<file path="src/rtl/phase_sequencer_if.sv">
// Core <-> phase sequencer bundle: decoder inputs, exec/step, strobes.
// The step signal exists only when STEP_MODE_EN is defined.
interface phase_sequencer_if #(
  parameter int CNT_W = 16
);
  logic             exec;
  logic [15:0]      instr;
  logic             reg_write;
  logic             pc_src;
`ifdef STEP_MODE_EN
  logic             step;
`endif
  logic [4:0]       phase;
  logic             ir_load;
  logic             pc_inc;
  logic             pc_branch;
  logic             mem_rd;
  logic             mem_wr;
  logic             rf_we;
  logic             running;
  logic             halted;
  logic [CNT_W-1:0] retired;

`ifdef STEP_MODE_EN
  modport master (
    output exec, instr, reg_write, pc_src, step,
    input  phase, ir_load, pc_inc, pc_branch, mem_rd,
    input  mem_wr, rf_we, running, halted, retired
  );
  modport slave (
    input  exec, instr, reg_write, pc_src, step,
    output phase, ir_load, pc_inc, pc_branch, mem_rd,
    output mem_wr, rf_we, running, halted, retired
  );
`else
  modport master (
    output exec, instr, reg_write, pc_src,
    input  phase, ir_load, pc_inc, pc_branch, mem_rd,
    input  mem_wr, rf_we, running, halted, retired
  );
  modport slave (
    input  exec, instr, reg_write, pc_src,
    output phase, ir_load, pc_inc, pc_branch, mem_rd,
    output mem_wr, rf_we, running, halted, retired
  );
`endif
endinterface

</file>
<file path="src/rtl/phase_sequencer.sv">
// Five-phase instruction sequencer with exec run/stop and sticky HLT.
// Optional single-step input enabled by defining STEP_MODE_EN.
module phase_sequencer #(
  parameter int CNT_W = 16
) (
  input logic              clock,
  input logic              reset,
  phase_sequencer_if.slave bus
);

  // One-hot states so the phase output is the register itself
  typedef enum logic [5:0] {
    IDLE = 6'b000000,
    P1   = 6'b000001,
    P2   = 6'b000010,
    P3   = 6'b000100,
    P4   = 6'b001000,
    P5   = 6'b010000,
    HALT = 6'b100000
  } state_t;

  state_t           state_q, state_d;
  logic             exec_q;
  logic             stop_q, stop_d;
  logic [CNT_W-1:0] retired_q, retired_d;
  logic             exec_rise;
  logic             step_rise;
  logic             is_hlt;

  assign exec_rise = bus.exec & ~exec_q;
  assign is_hlt    = (bus.instr[15:14] == 2'b11) &&
                     (bus.instr[7:4] == 4'hf);

`ifdef STEP_MODE_EN
  logic step_q;

  assign step_rise = bus.step & ~step_q;

  always_ff @(posedge clock or posedge reset) begin
    if (reset) begin
      step_q <= 1'b0;
    end else begin
      step_q <= bus.step;
    end
  end
`else
  assign step_rise = 1'b0;
`endif

  always_comb begin
    state_d   = state_q;
    stop_d    = stop_q;
    retired_d = retired_q;
    unique case (state_q)
      IDLE: begin
        if (exec_rise) begin
          state_d = P1;
        end else if (step_rise) begin
          // a single step is a run with the stop already requested
          state_d = P1;
          stop_d  = 1'b1;
        end
      end
      P1, P2, P3, P4: begin
        state_d = state_t'(state_q << 1);
        stop_d  = stop_q | exec_rise;
      end
      P5: begin
        stop_d    = 1'b0;
        retired_d = retired_q + CNT_W'(1);
        if (is_hlt) begin
          state_d = HALT;
        end else if (stop_q | exec_rise) begin
          state_d = IDLE;
        end else begin
          state_d = P1;
        end
      end
      HALT: begin
        state_d = HALT;
      end
      default: begin
        state_d = IDLE;
      end
    endcase
  end

  always_ff @(posedge clock or posedge reset) begin
    if (reset) begin
      state_q   <= IDLE;
      exec_q    <= 1'b0;
      stop_q    <= 1'b0;
      retired_q <= '0;
    end else begin
      state_q   <= state_d;
      exec_q    <= bus.exec;
      stop_q    <= stop_d;
      retired_q <= retired_d;
    end
  end

  assign bus.phase     = state_q[4:0];
  assign bus.running   = |state_q[4:0];
  assign bus.halted    = state_q[5];
  assign bus.retired   = retired_q;
  assign bus.ir_load   = state_q == P1;
  assign bus.pc_inc    = state_q == P1;
  assign bus.mem_rd    = (state_q == P4) &&
                         (bus.instr[15:14] == 2'b00);
  assign bus.mem_wr    = (state_q == P4) &&
                         (bus.instr[15:14] == 2'b01);
  assign bus.rf_we     = (state_q == P5) & bus.reg_write;
  assign bus.pc_branch = (state_q == P5) & bus.pc_src;

endmodule

</file>
<file path="src/flat_wrapper.sv">
// flat-port wrapper written by rule: the top's interface ports become plain ports
module phase_sequencer_flat 
#(
  parameter int CNT_W = 16
)
  (clock, reset, bus_exec, bus_instr, bus_reg_write, bus_pc_src, bus_phase, bus_ir_load, bus_pc_inc, bus_pc_branch, bus_mem_rd, bus_mem_wr, bus_rf_we, bus_running, bus_halted, bus_retired);
  phase_sequencer_if #(.CNT_W(CNT_W)) bus_i ();
  input logic clock;
  input logic reset;
  input wire logic [$bits(bus_i.exec)-1:0] bus_exec;
  input wire logic [$bits(bus_i.instr)-1:0] bus_instr;
  input wire logic [$bits(bus_i.reg_write)-1:0] bus_reg_write;
  input wire logic [$bits(bus_i.pc_src)-1:0] bus_pc_src;
  output wire logic [$bits(bus_i.phase)-1:0] bus_phase;
  output wire logic [$bits(bus_i.ir_load)-1:0] bus_ir_load;
  output wire logic [$bits(bus_i.pc_inc)-1:0] bus_pc_inc;
  output wire logic [$bits(bus_i.pc_branch)-1:0] bus_pc_branch;
  output wire logic [$bits(bus_i.mem_rd)-1:0] bus_mem_rd;
  output wire logic [$bits(bus_i.mem_wr)-1:0] bus_mem_wr;
  output wire logic [$bits(bus_i.rf_we)-1:0] bus_rf_we;
  output wire logic [$bits(bus_i.running)-1:0] bus_running;
  output wire logic [$bits(bus_i.halted)-1:0] bus_halted;
  output wire logic [$bits(bus_i.retired)-1:0] bus_retired;
  assign bus_i.exec = bus_exec;
  assign bus_i.instr = bus_instr;
  assign bus_i.reg_write = bus_reg_write;
  assign bus_i.pc_src = bus_pc_src;
  assign bus_phase = bus_i.phase;
  assign bus_ir_load = bus_i.ir_load;
  assign bus_pc_inc = bus_i.pc_inc;
  assign bus_pc_branch = bus_i.pc_branch;
  assign bus_mem_rd = bus_i.mem_rd;
  assign bus_mem_wr = bus_i.mem_wr;
  assign bus_rf_we = bus_i.rf_we;
  assign bus_running = bus_i.running;
  assign bus_halted = bus_i.halted;
  assign bus_retired = bus_i.retired;
  phase_sequencer #(.CNT_W(CNT_W)) u_core (.clock(clock), .reset(reset), .bus(bus_i));
endmodule
</file>
<file path="config.mk">
export PLATFORM = sky130hd
export DESIGN_NAME = phase_sequencer_flat
export DESIGN_NICKNAME = d
export VERILOG_FILES = /design/src/rtl/phase_sequencer_if.sv /design/src/rtl/phase_sequencer.sv /design/src/flat_wrapper.sv
export SDC_FILE = /design/constraint.sdc
export NUM_CORES = 1
export LEC_CHECK = 0
export ABC_AREA = 1
export BUFFER_PORTS_ARGS = -buffer_cell sky130_fd_sc_hd__buf_2
export CORE_MARGIN = 5
export CORE_UTILIZATION = 25
export DETAILED_ROUTE_END_ITERATION = 12
export PLACE_DENSITY = 0.56
export SYNTH_ARGS = -nofsm -noshare
export SYNTH_HDL_FRONTEND = slang
export SYNTH_SLANG_ARGS = --single-unit
</file>
<file path="constraint.sdc">
create_clock -name clock -period 1.1 [get_ports clock]
set_input_delay 0.055 -clock clock [delete_from_list [all_inputs] [get_ports clock]]
set_output_delay 0.055 -clock clock [all_outputs]
set_load 0.03 [all_outputs]
</file>
---- Yosys cells after proc, flatten, opt, wreduce, memory -nomap -nowiden ----
Index checks and enable logic that the tools add are counted.
storage, ports and cells
  register bits ........................... 24
  input bits .............................. 21
  word-level logic and storage cells ...... 33
operators by class
  muxes and demuxes ....................... 5
  add/subtract/negate cells ............... 1
  bitwise operators ....................... 5
  eq/ne operators ......................... 10
  reductions and logical operators ........ 8
operators by type and width
  operator                                                               count
  6-bit one-hot mux with 4 select lines                                  1
  16-bit by 1-bit adder with 16-bit output, second input constant        1
  6-bit 2-to-1 mux                                                       2
  6-bit by 1-bit equality test with 1-bit output, second input constant  1
  6-bit by 2-bit equality test with 1-bit output, second input constant  1
  6-bit by 3-bit equality test with 1-bit output, second input constant  1
  6-bit by 4-bit equality test with 1-bit output, second input constant  1
  6-bit by 5-bit equality test with 1-bit output, second input constant  1
  6-bit equality test, second input constant                             1
  6-bit zero test                                                        1
  5-bit OR reduction                                                     1
  4-bit equality test, second input constant                             1
  4-bit OR reduction                                                     1
  1-bit AND                                                              3
  1-bit logical AND                                                      3
  2-bit by 1-bit equality test with 1-bit output, second input constant  1
  2-bit equality test, second input constant                             1
  2-bit zero test                                                        1
  2-bit by 1-bit != test with 1-bit output, second input constant        1
  1-bit one-hot mux with 2 select lines                                  1
  2-bit nonzero test                                                     1
  1-bit 2-to-1 mux                                                       1
  1-bit NOT                                                              1
  1-bit bitwise OR                                                       1

---- Longest topological paths before layout ----
  depth in word-level cells ............... 6
  gate-level depth with buffers ........... 8

---- Least setup slack after synthesis ----
No wires, ideal clock.
  path kind ............................... flip-flop to output port
  start point ............................. register u_core.state_q[4]
  end point ............................... output bus_mem_rd
  slack ................................... -0.531 ns
  data arrival time ....................... 1.576 ns
  buffers on the path ..................... 0
  stages on the path, launching flop included .. 5
  path through ............................ dfrtp_1 nor2_1 nand3_1 or2_2 nor2_1
between the ends
  cells in the longest elaborated chain, start to end .. 2
RTL lines
  item                                            RTL line                RTL
  start: declaration                              phase_sequencer.sv:22   state_t state_q, state_d;
  start signal: assignment                        phase_sequencer.sv:95   state_q <= state_d;
  6-bit by 4-bit equality test with 1-bit output  phase_sequencer.sv:108  assign bus.mem_rd = (state_q == P4) &&
  1-bit logical AND                               phase_sequencer.sv:108
  end: declaration                                flat_wrapper.sv:18      output wire logic [$bits(bus_i.mem_rd)-1:0] bus_mem_rd;
No other way between the ends.

---- Worst setup path after layout ----
  start point ............................. register u_core.state_q[0]
  end point ............................... output bus_mem_rd
The elaborated chain is that of the path after synthesis.

==> run summary <==
• **count of placed standard cells in the final layout, fillers left out** 355
• **setup slack after layout** -0.389 ns
• **Register-to-Register Path Depth** 7
• **pin count of the biggest net entering global routing** 25
• **kind of end point of the critical path** primary output
• **top cells by area in the synthesized netlist** sky130_fd_sc_hd__dfrtp_1 (43%), sky130_fd_sc_hd__nand2_1 (16%), sky130_fd_sc_hd__inv_1 (8.4%)
• **insertion delay to the later sink of the worst-skew pair** 0.27 ns
• **final hold vios** 0
• **via count of the first global-routing pass** 1478
• **combined global-route utilization of all metal layers** 11.5%
• **Worst R2R Setup Slack** -0.33 ns
• **drt via density** 4.19
• **total wire length** 4020 um
• **Global Route met1 Usage** 14.4%
• **Max Transition Viols Final** 0
• **# H-tree levels** 1
• **met2 Track Usage GR** 19.6%
• **sequential-to-total area share from yosys stat** 43.2%
• **Critical path destination** bus_mem_rd
• **antenna violations before repair** 0
• **Via Count** 1488
• **actual slew at the worst max-slew pin** 0.333 ns
• **run status** finished with violations
• **setup TNS** -7.33 ns
• **Slew headroom** 77.8%
• **clock buffer depth** 2
• **Sequential Area** 617 um2
• **Die X** 84.6 um
• **CTS sink count** 24
• **Final Skew** 0.0106 ns
• **placeable core region** 5440 um2
• **DRC violation count after routing** 0
• **minimum hold slack** 0.108 ns
• **Critical Setup Path Class** flop to primary output
• **worst min path class** input pin to flop
• **cell depth of the worst hold path** 3
• **Initial Util** 25.6%
• **num rows** 27
• **Most Used Layer, Global Route** met2
• **number of failing setup endpoints in the final timing report** 28
• **final clock period utilization by the worst path** 135%
• **Async SR Flop Fraction** 100%
• **Num CTS Buffers** 3
• **pre-CTS worst setup slack** -0.266 ns
• **Post-layout nets** 306
• **Yosys reg bits** 24
• **Die Ht** 84.6 um
• **root buf cell** sky130_fd_sc_hd__clkbuf_8
• **# IOs** 50
• **share of post-route cells with drive strength above 1** 56.5%
• **EDFF count, synth** 0
• **port bufs** 39
• **number of nets produced by synthesis** 214
• **highest fanout seen on the critical path** 3
• **iteration count of the initial detailed-routing pass** 4
• **Avg Cell Area, Syn** 7.24 um2
• **Overflow after GRT** 0
• **most frequently used cell type in the post-synthesis netlist** sky130_fd_sc_hd__nand2_1
• **number of diodes added for antenna fixing** 0
• **primary flip-flop cell chosen by synthesis mapping** sky130_fd_sc_hd__dfrtp_1
• **grt met3 use** 3.14%
• **area enclosed by the die boundary** 7150 um2
• **Peak VDD IR** 454 uV
• **beginning of the critical path** u_core.state_q[0]
• **layout overhead on the synthesized area** 84.6%
• **final RePlAce weighted congestion** 0.772
• **crit path DAT** 1.43 ns
• **power density over cell area** 675 nW/um2
• **critical path launch point type** flop
• **area taken by multi-input logic gates** 871 um2
• **average wire per standard cell** 11.3 um
• **leading post-synthesis cells by instance count** sky130_fd_sc_hd__nand2_1 (61), sky130_fd_sc_hd__inv_1 (31), sky130_fd_sc_hd__nor2_1 (31)
• **share of the synthesized area in the top cell type** 43.2%
• **RSZ-0062 raised after global routing** true
• **Max Clk Rate** 0.672 GHz
• **Syn Std Cell Area** 1390 um2
• **total number of yosys warnings** 0
• **CTS tree** done
• **estimated wirelength of the detail-placed design** 2910 um
• **number of DRC markers in iteration 0** 23
• **critical path required time** 1.04 ns
• **wire length of the first global-routing pass** 6760 um
• **minimum clock period** 1.49 ns
• **total placed cells including tap cells** 331
• **synthesized instance count** 192
• **number of distinct library cell variants in the gate-level netlist after synthesis** 24
• **Filler cells** 519
• **violated checks** negative setup slack
• **origin of the critical flop-to-flop path** u_core.state_q[2]
• **cell type contributing the most total cell area after synthesis** sky130_fd_sc_hd__dfrtp_1
• **Max Cap Violations** 0
• **antenna viol nets, final** 0
• **end of the worst register-to-register path** u_core.bus.retired[3]
• **leakage power figure** 1.32 nW
• **clock slew seen by the registers of the worst setup and hold paths** 0.10 ns
worst max-delay path, cell delays in order (launching register included):
cell and delay [ns]:
sky130_fd_sc_hd__dfrtp_2 0.43, sky130_fd_sc_hd__nor2_4 0.15, sky130_fd_sc_hd__nand3_2 0.10, sky130_fd_sc_hd__or2_4 0.26
sky130_fd_sc_hd__nor2_4 0.09, sky130_fd_sc_hd__buf_6 0.13
stage by stage:
step	instance area, um2	utilization, %	power, mW
finish	2570	47.2	1.73
global route	2570	47.2	1.80
CTS	2390	44.0	1.75
detailed placement	1980	36.5	0.959
global placement	1980	36.5	0.957
floorplan	1500	-	0.928
layer usage:
layer | vias up | routed length [um]
met3 | 2 | 219
met2 | 29 | 2050
met1 | 697 | 1740
met4 | 0 | 19
li1 | 760 | -
met5 | - | 0
logic make-up after synthesis:
kind of cell	Yosys count	share of synthesized area (%)
xor+xnor	9	6.21
compound gates	10	4.41
flops	24	43.2
simple gates	113	34.2
fa+ha+maj	1	0.900
buf+inv	35	11.1
area by class of cell:
type | count | share of cell area (%)
tap | 72 | 3.51
clock inverter | 1 | 1.17
clock buffer | 3 | 1.61
inverter | 32 | 4.97
timing repair buffer | 90 | 30.8
sequential | 24 | 24.0
multi-input combinational | 133 | 33.9
worst min path at each step:
| stage | start | end | slack [ns] |
|---|---|---|---|
| floorplan | reset | u_core.bus.retired[11] | 0.07 |
| global placement | reset | u_core.bus.retired[8] | 0.13 |
| detailed placement | reset | u_core.bus.retired[8] | 0.13 |
| CTS | bus_instr[15] | u_core.state_q[5] | 0.10 |
| global route | bus_instr[15] | u_core.state_q[5] | 0.12 |
| finish | bus_instr[15] | u_core.state_q[5] | 0.11 |
report_power, final:
part           switching (mW)  internal, mW
registers            0.000371         0.883
logic                  0.0378        0.0256
clock network           0.299         0.487
cell usage in the layout, fill, tap and decap left out, drive strengths merged, types with 2 or more instances in the layout:
master / count
nand3: 11
dlygate4sd3: 2
nor2: 35
o21ai: 7
buf: 88
inv: 32
nand4: 4
nand2: 62
xnor2: 6
clkbuf: 3
xor2: 3
dfrtp: 24
sequential cells by signal, indices dropped and copies added, names as in the netlist:
register,count
u_core.bus.retired,16
u_core.state_q,6
u_core.exec_q,1
u_core.stop_q,1
what timing repair did:
item | in CTS | in global routing
pin swaps | 17 | 21
endpoints found under the setup margin | 28 | 39
cloned | 1 | 0
endpoints found under the hold margin | 25 | 0
setup buffers | 14 | 9
hold buffers | 2 | 0
resized for setup | 64 | 43
No activity file was read; power rests on OpenSTA's default activity.
